--- config.mk ---
export PLATFORM = sky130hd
export DESIGN_NAME = led_alarm_pattern
export DESIGN_NICKNAME = d
export VERILOG_FILES = /design/src/rtl/led_alarm_pkg.sv /design/src/rtl/led_alarm_pattern_tick_gen.sv /design/src/rtl/led_alarm_pattern.sv
export SDC_FILE = /design/constraint.sdc
export NUM_CORES = 1
export LEC_CHECK = 0
export CAP_MARGIN = 25
export CORE_MARGIN = 3
export CORE_UTILIZATION = 40
export DETAILED_ROUTE_END_ITERATION = 10
export GPL_TIMING_DRIVEN = 0
export PLACE_DENSITY = 0.59
export SLEW_MARGIN = 20
export SYNTH_ARGS = -nofsm -noshare
export SYNTH_HDL_FRONTEND = slang
export SYNTH_SLANG_ARGS = --single-unit
--- constraint.sdc ---
create_clock -name clk -period 3.6 [get_ports clk]
set_clock_uncertainty 0.05 [all_clocks]
set_input_delay 0.72 -clock clk [delete_from_list [all_inputs] [get_ports clk]]
set_output_delay 0.72 -clock clk [all_outputs]
set_load 0.005 [all_outputs]
--- src/rtl/led_alarm_pkg.sv ---
// Shared enumerations and default timing constants for the LED alarm pattern block.
package led_alarm_pkg;

  typedef enum logic [1:0] {
    MODE_STEADY = 2'd0,
    MODE_BLINK  = 2'd1,
    MODE_CHASE  = 2'd2,
    MODE_ZONE   = 2'd3
  } mode_e;

  typedef enum logic [1:0] {
    ST_IDLE    = 2'd0,
    ST_RUN_ON  = 2'd1,
    ST_RUN_OFF = 2'd2
  } state_e;

  localparam int DEF_CLK_HZ   = 50_000_000;
  localparam int DEF_BLINK_HZ = 1;

endpackage

--- src/rtl/led_alarm_pattern_tick_gen.sv ---
// Phase prescaler: counts 0..HALF-1 while enabled; tick is high in the cycle whose edge wraps it.
module tick_gen #(
  parameter int HALF = 4
) (
  input  logic clk,
  input  logic rst_n,
  input  logic clr,
  input  logic en,
  output logic tick
);

  localparam int CW = (HALF > 1) ? $clog2(HALF) : 1;
  localparam logic [CW-1:0] LAST = CW'(HALF - 1);

  logic [CW-1:0] cnt;

  assign tick = en && !clr && (cnt == LAST);

  always_ff @(posedge clk or negedge rst_n) begin
    if (!rst_n) begin
      cnt <= '0;
    end else if (clr || tick) begin
      cnt <= '0;
    end else if (en) begin
      cnt <= cnt + CW'(1);
    end
  end

endmodule

--- src/rtl/led_alarm_pattern.sv ---
// Alarm LED pattern generator: steady, blink, chase and per-zone sticky blink, all outputs registered.
module led_alarm_pattern
  import led_alarm_pkg::*;
#(
  parameter int CLK_HZ   = DEF_CLK_HZ,
  parameter int BLINK_HZ = DEF_BLINK_HZ,
  parameter int N_LEDS   = 12,
  parameter int N_ZONES  = 4
) (
  input  logic               clk,
  input  logic               rst_n,
  input  logic               arm,
  input  logic [1:0]         mode,
  input  logic [N_ZONES-1:0] zone,
  output logic [N_LEDS-1:0]  ledr,
  output logic               tick
);

  localparam int HALF = CLK_HZ / (2 * BLINK_HZ);
  localparam int GRP  = N_LEDS / N_ZONES;
  localparam int PW   = $clog2(N_LEDS);
  localparam logic [PW-1:0] PLAST = PW'(N_LEDS - 1);

  state_e             state;
  mode_e              mode_q;
  mode_e              mode_in;
  logic [PW-1:0]      pos;
  logic [N_ZONES-1:0] latch;
  logic               run;
  logic               mode_chg;
  logic               clr;
  logic               en;
  logic               wrap;

  assign mode_in  = mode_e'(mode);
  assign run      = (state != ST_IDLE);
  assign mode_chg = run && arm && (mode_in != mode_q);
  assign en       = run && arm;
  assign clr      = !arm || !run || mode_chg;

  tick_gen #(.HALF(HALF)) u_tick_gen (
    .clk  (clk),
    .rst_n(rst_n),
    .clr  (clr),
    .en   (en),
    .tick (wrap)
  );

  // Output pattern from the current registered state; registering it gives the one-clock latency.
  function automatic logic [N_LEDS-1:0] pattern(state_e st, mode_e md,
                                               logic [PW-1:0] p, logic [N_ZONES-1:0] lt);
    logic              on;
    logic [N_LEDS-1:0] v;
    on = (st != ST_RUN_OFF);
    v  = '1;
    case (md)
      MODE_BLINK: v = {N_LEDS{on}};
      MODE_CHASE: if (st != ST_IDLE) v = N_LEDS'(1) << p;
      MODE_ZONE: begin
        for (int i = 0; i < N_LEDS; i++) begin
          if (lt[i / GRP]) v[i] = on;
        end
      end
      default: v = '1;
    endcase
    return v;
  endfunction

  always_ff @(posedge clk or negedge rst_n) begin
    if (!rst_n) begin
      state  <= ST_IDLE;
      mode_q <= MODE_STEADY;
      pos    <= '0;
      latch  <= '0;
      ledr   <= '0;
      tick   <= 1'b0;
    end else begin
      mode_q <= mode_in;
      ledr   <= pattern(state, mode_q, pos, latch);
      tick   <= wrap;
      if (!arm) begin
        state <= ST_IDLE;
        pos   <= '0;
        latch <= '0;
      end else begin
        latch <= latch | zone;
        if (!run || mode_chg) begin
          state <= ST_RUN_ON;
          pos   <= '0;
        end else if (wrap) begin
          state <= (state == ST_RUN_ON) ? ST_RUN_OFF : ST_RUN_ON;
          pos   <= (pos == PLAST) ? '0 : pos + PW'(1);
        end
      end
    end
  end

endmodule

[After elaboration in Yosys (flattened, before gate mapping)]
Cells that the tools add are included.
Storage, ports and cells
  output and inout port bits: 13
  logic and storage cells: 50
  flip-flop bits (word level): 50
  input bits: 9
Operators by class
  multiplexer cells: 17
  bitwise gates (word level): 1
  reductions and logical operators: 13
  shifts and indexed selects: 1
  add/subtract/negate cells: 2
  equality and inequality tests: 9
Operators by type and width (count)
  $mux 25: 2
  $pmux 12 s3: 1
  $add 25x1->25 const B: 1
  $eq 25x25->1 const B: 1
  $mux 4: 5
  $mux 12: 1
  $shl 1x4->12 const A: 1
  $mux 2: 4
  $add 4x1->4 const B: 1
  $eq 2x1->1 const B: 2
  $eq 2x2->1 const B: 2
  $eq 4x4->1 const B: 1
  $logic_and 1x1->1: 4
  $logic_or 1x1->1: 4
  $mux 1: 4
  $or 4x4->4: 1
  $reduce_bool 2->1: 2
  $logic_not 1->1: 3
  $ne 3x1->1 const B: 1
  $ne 2x2->1: 1
  $ne 2x2->1 const B: 1

[Longest topological paths before layout]
  depth in word-level cells: 10
  gate-level depth with buffers: 6
  mapped depth without buffers: 5

[Modules after synthesis]
Synthesis repeated with hierarchy kept, for this count alone.
Unflattened totals
  cell total of the unflattened synthesis: 248
  area total of the unflattened synthesis: 2517.4 sq um
By module, submodules not included
  tick_gen: sequential area each 625.6 sq um, instances 1, area each 1337.5 sq um, cells each 141
  led_alarm_pattern: sequential area each 625.6 sq um, instances 1, area each 1179.9 sq um, cells each 107

[Worst setup path after synthesis]
Ideal clock, no wire load.
  path type: register to register
  start: reg u_tick_gen.cnt[0]
  end: reg u_tick_gen.cnt[10]
  library setup time: 0.121 ns
  data required time: 3.429 ns
  path slack: 1.769 ns
  path buffers: 1
  cell stages (with the launch flop): 7
  data arrival time: 1.659 ns
  cells stage by stage: dfrtp_1 -> ha_1 -> nand4_1 -> nor3_1 -> a21o_1 -> buf_2 -> nor2_1
Between the ends
  cells in the longest elaborated chain, start to end: 4
  elaborated cells between the ends (all ways): 7
  classes of those cells: add/sub: 1; eq/ne: 1; mux: 2; reduce/logical: 3
Ends and longest elaborated chain
  start, declared: line led_alarm_pattern_tick_gen.sv:15  | logic [CW-1:0] cnt;
  start signal, assigned: line led_alarm_pattern_tick_gen.sv:25  | cnt <= cnt + CW'(1);
  parallel branches: the longest is 4 deep, another holds $add 25x1->25
Several ways; the timed one is not identified. The select of a mux whose other input is x is not followed.
A chain may end at the register's enable or synchronous reset.

[Final worst setup path]
  start: in mode[0]
  end: reg u_tick_gen.cnt[22]
Between the ends
  cells in the longest elaborated chain, start to end: 8
  elaborated cells between the ends (all ways): 9
  classes of those cells: eq/ne: 1; mux: 1; reduce/logical: 7
Ends and longest elaborated chain
  start, declared: line led_alarm_pattern.sv:13  | input logic [1:0] mode,
  $ne 2x2->1 *: line led_alarm_pattern.sv:37  | assign mode_chg = run && arm && (mode_in != mode_q);
  $logic_and 1x1->1 *: line led_alarm_pattern.sv:37
  $logic_or 1x1->1 *: line led_alarm_pattern.sv:39  | assign clr = !arm || !run || mode_chg;
  $logic_not 1->1: line led_alarm_pattern_tick_gen.sv:17  | assign tick = en && !clr && (cnt == LAST);
  $logic_and 1x1->1 (2 in series): line led_alarm_pattern_tick_gen.sv:17
  $logic_or 1x1->1 *: line led_alarm_pattern_tick_gen.sv:22  | end else if (clr || tick) begin
  $mux 25 / $reduce_bool 2->1 (equally long branches)
Mark *: on every way between the ends. The rest lies on a longest branch, timed or not.

==> results.sh <==
export IMPL_slew_viol_final=0
export IMPL_synth_seq_cells=50
export IMPL_syn_num_nets=265
export IMPL_cts_sinks=50
export IMPL_first_global_vias=1820
export IMPL_leakagePower_nw=1.053
export IMPL_syn_to_final_growth_pct=16.05
export IMPL_rsz0062_at_grt="no"
export IMPL_combPwrFrac=0.072
export IMPL_dp_cells=342
export IMPL_synth_area_um2=2449
export IMPL_die_h_um=84.24
export IMPL_path_clk_slew_ns=0.09
export IMPL_routed_wl_um=5016
export IMPL_rows=27
export IMPL_grtUsageMet3=0.03238
export IMPL_core_area_um2=5709
export IMPL_fin_cells=350
export IMPL_start_kind="input pin"
export IMPL_powerDensity_nw_per_um2=351.1
export IMPL_yosysTopAreaCell="dfrtp_1"
export IMPL_h_tree_depth=2
export IMPL_synthArstFlopShare=1.000
export IMPL_layout_min_cycle_time_ns=2.325
export IMPL_ios=22
export IMPL_io_buffers=21
export IMPL_tritoncts="yes"
export IMPL_outcome="complete, no violations"
export IMPL_fp_dieW_um=84.24
export IMPL_slowest_delay_ns=0.43
export IMPL_crit_type="in -> reg"
export IMPL_timing_final_crit_share=0.6458
export IMPL_clk_path_buf_depth=2
export IMPL_ys_seq_area_frac=0.5110
export IMPL_root_buffer="clkbuf_8"
export IMPL_grt_util_met1=0.2331
export IMPL_drtIter0Drc=143
export IMPL_clock_latency_ns=0.31
export IMPL_ctsResizeCount=0
export IMPL_ys_flop_type="dfrtp_1"
export IMPL_cp_arrival_ns=2.51
export IMPL_cp_data_required_time_ns=3.78
export IMPL_place_area_um2=2746
export IMPL_ff2ff_setup_slack_ns=1.34
export IMPL_internal_power_w=0.0007643
export IMPL_seqPwrFrac=0.582
export IMPL_final_hold_viol_count=0
export IMPL_worst_pin_slew_ns=0.6327
export IMPL_synth_common_cells="dfrtp_1 (50), a21oi_1 (29), nor2_1 (25)"
export IMPL_pre_cts_ws_ns=0.9533
export IMPL_gr_total_overflow=0
export IMPL_met2_usage=0.2166
export IMPL_hold_class="in -> async"
export IMPL_worstReg2RegStart="u_tick_gen.cnt[0]"
export IMPL_die_area_um2=7096
export IMPL_gp_congestion=0.8136
export IMPL_ys_warn_count=0
export IMPL_crit_buf_inv=2
export IMPL_crit_path_cell_trace="clkdlybuf4s50_1 > xnor2_1 > nand4b_1 > a21o_1 > buf_2 > a21oi_1"
export IMPL_cts_setup_buffers=0
export IMPL_start_util=0.4289
export IMPL_switching_share=0.2338
export IMPL_grt_busiest_layer="met1"
export IMPL_dp_hpwl_um=3509
export IMPL_grt_antenna_before_repair=0
export IMPL_drt_vias_per_instance=5.586
export IMPL_maxSlewHeadroom=0.5782
export IMPL_setup_ws_ns=1.275
export IMPL_syn_avg_cell_area_um2=9.834
export IMPL_yosysUniqueCellTypes=38
export IMPL_syn_inst=249
export IMPL_ant_nets=0
export IMPL_num_antenna_cells=0
export IMPL_crit_path_max_fanout=10
export IMPL_postCtsHoldBufs=0
export IMPL_r2r_end="u_tick_gen.cnt[2]"
export IMPL_fin_setup_tns_ns=0
export IMPL_cp_top_family="buffers and inverters"
export IMPL_drtPass1Iterations=4
export IMPL_stdcell_area_um2=2841
export IMPL_fmax_mhz=430.1
export IMPL_num_vias=1955
export IMPL_power_w=0.0009975
export IMPL_cp_end_kind="flop"
export IMPL_synth_top_cell_area_share=0.5110
export IMPL_drc_errors=0
export IMPL_setup_viol=0
export IMPL_track_usage=0.1536
export IMPL_final_nets=293
export IMPL_synth_area_top_cells="dfrtp_1 (51%), a21oi_1 (5.9%), o21ai_0 (4.9%)"
export IMPL_wl_per_cell_um=14.33
export IMPL_ir_worst_vdd_uv=199.7
export IMPL_critPathSlowestCell="clkdlybuf4s50_1"
export IMPL_cts_buffers=5
export IMPL_grt_start_max_net_pins=51
export IMPL_layout_drive_gt1_share=0.06115
export IMPL_rr_worst_depth=6
export IMPL_p_sw_w=0.0002333
export IMPL_clkPwrFrac=0.346
export IMPL_grt_pass1_wl_um=8832
export IMPL_yosysMostFrequentCell="dfrtp_1"
export IMPL_synth_enable_flop_cells=0
export IMPL_drv_cap=0
-- power groups by stage --
| stage | Sequential (W) | Clock [W] | Combinational (W) |
|---|---|---|---|
| after CTS | 0.000581 | 0.000359 | 0.0000739 |
| final | 0.000581 | 0.000345 | 0.0000717 |
| after global routing | 0.000583 | 0.000381 | 0.0000804 |
| after global placement | 0.000592 | 0 | 0.0000731 |
| after detailed placement | 0.000592 | 0 | 0.0000735 |
| after floorplan | 0.000593 | 0 | 0.0000247 |
-- layer usage --
layer / part of all wire / vias up
met5: 0 / -
met4: 0.016 / 0
met3: 0.044 / 5
met2: 0.44 / 40
met1: 0.50 / 953
li1: - / 957
-- placed cells by master (no fill, tap or decap), types with 6 or more instances in the layout --
cell type        netlist  final
ha_1                   7      7
nand2_1                8      8
inv_1                  9      9
xnor2_1               11     11
clkbuf_8               0      6
clkdlybuf4s50_1        0     20
dfrtp_1               50     50
nor2_1                25     25
nand3_1               12     12
o21ai_0               24     24
nand4_1                9      9
a21oi_1               29     29
-- final cells by class --
type | instances | area, um^2
flip-flops and latches | 50 | 1251
multi-input cells | 182 | 1124
clock inverters | 2 | 12.51
plain buffers | 8 | 40.04
repair buffers | 21 | 207.7
clock buffers | 6 | 82.58
inverters | 9 | 33.78
well taps | 72 | 90.09
fillers | 534 | 2868
-- sequential cells by signal, indices dropped and copies added (netlist names) --
register and flops:
latch 4, ledr 12, mode_q 2, pos 4, state 2, tick 1, u_tick_gen.cnt 25
-- cells by family (layout without fill, tap and decap cells) --
logic type / after synthesis / after routing / share of synthesized area
simple gates: 92 / 92 / 0.2121
buf+inv: 17 / 46 / 0.03015
fa+ha+maj: 7 / 7 / 0.03577
compound gates: 67 / 67 / 0.1538
xor+xnor: 16 / 16 / 0.05723
flops: 50 / 50 / 0.5110
-- how the worst max path moves through the flow --
stage               slack (ns)            endpoint  startpoint  cells after the start
floorplan                 1.77  u_tick_gen.cnt[23]     mode[0]                      5
global route              1.06  u_tick_gen.cnt[22]     mode[0]                      6
detailed placement        0.95  u_tick_gen.cnt[23]     mode[0]                      6
CTS                       1.27  u_tick_gen.cnt[22]     mode[0]                      6
global placement          0.28            latch[3]       rst_n                      1
finish                    1.28  u_tick_gen.cnt[22]     mode[0]                      6
-- per-stage QoR --
step | utilization | hold slack, ns
floorplan | - | 0.3744
global placement | 0.4815 | 0.4232
detailed placement | 0.4810 | 0.4273
CTS | 0.4977 | 0.4115
global route | 0.4977 | 0.4343
finish | 0.4977 | 0.3840
Note: power is estimated with default switching activity, not from simulation.
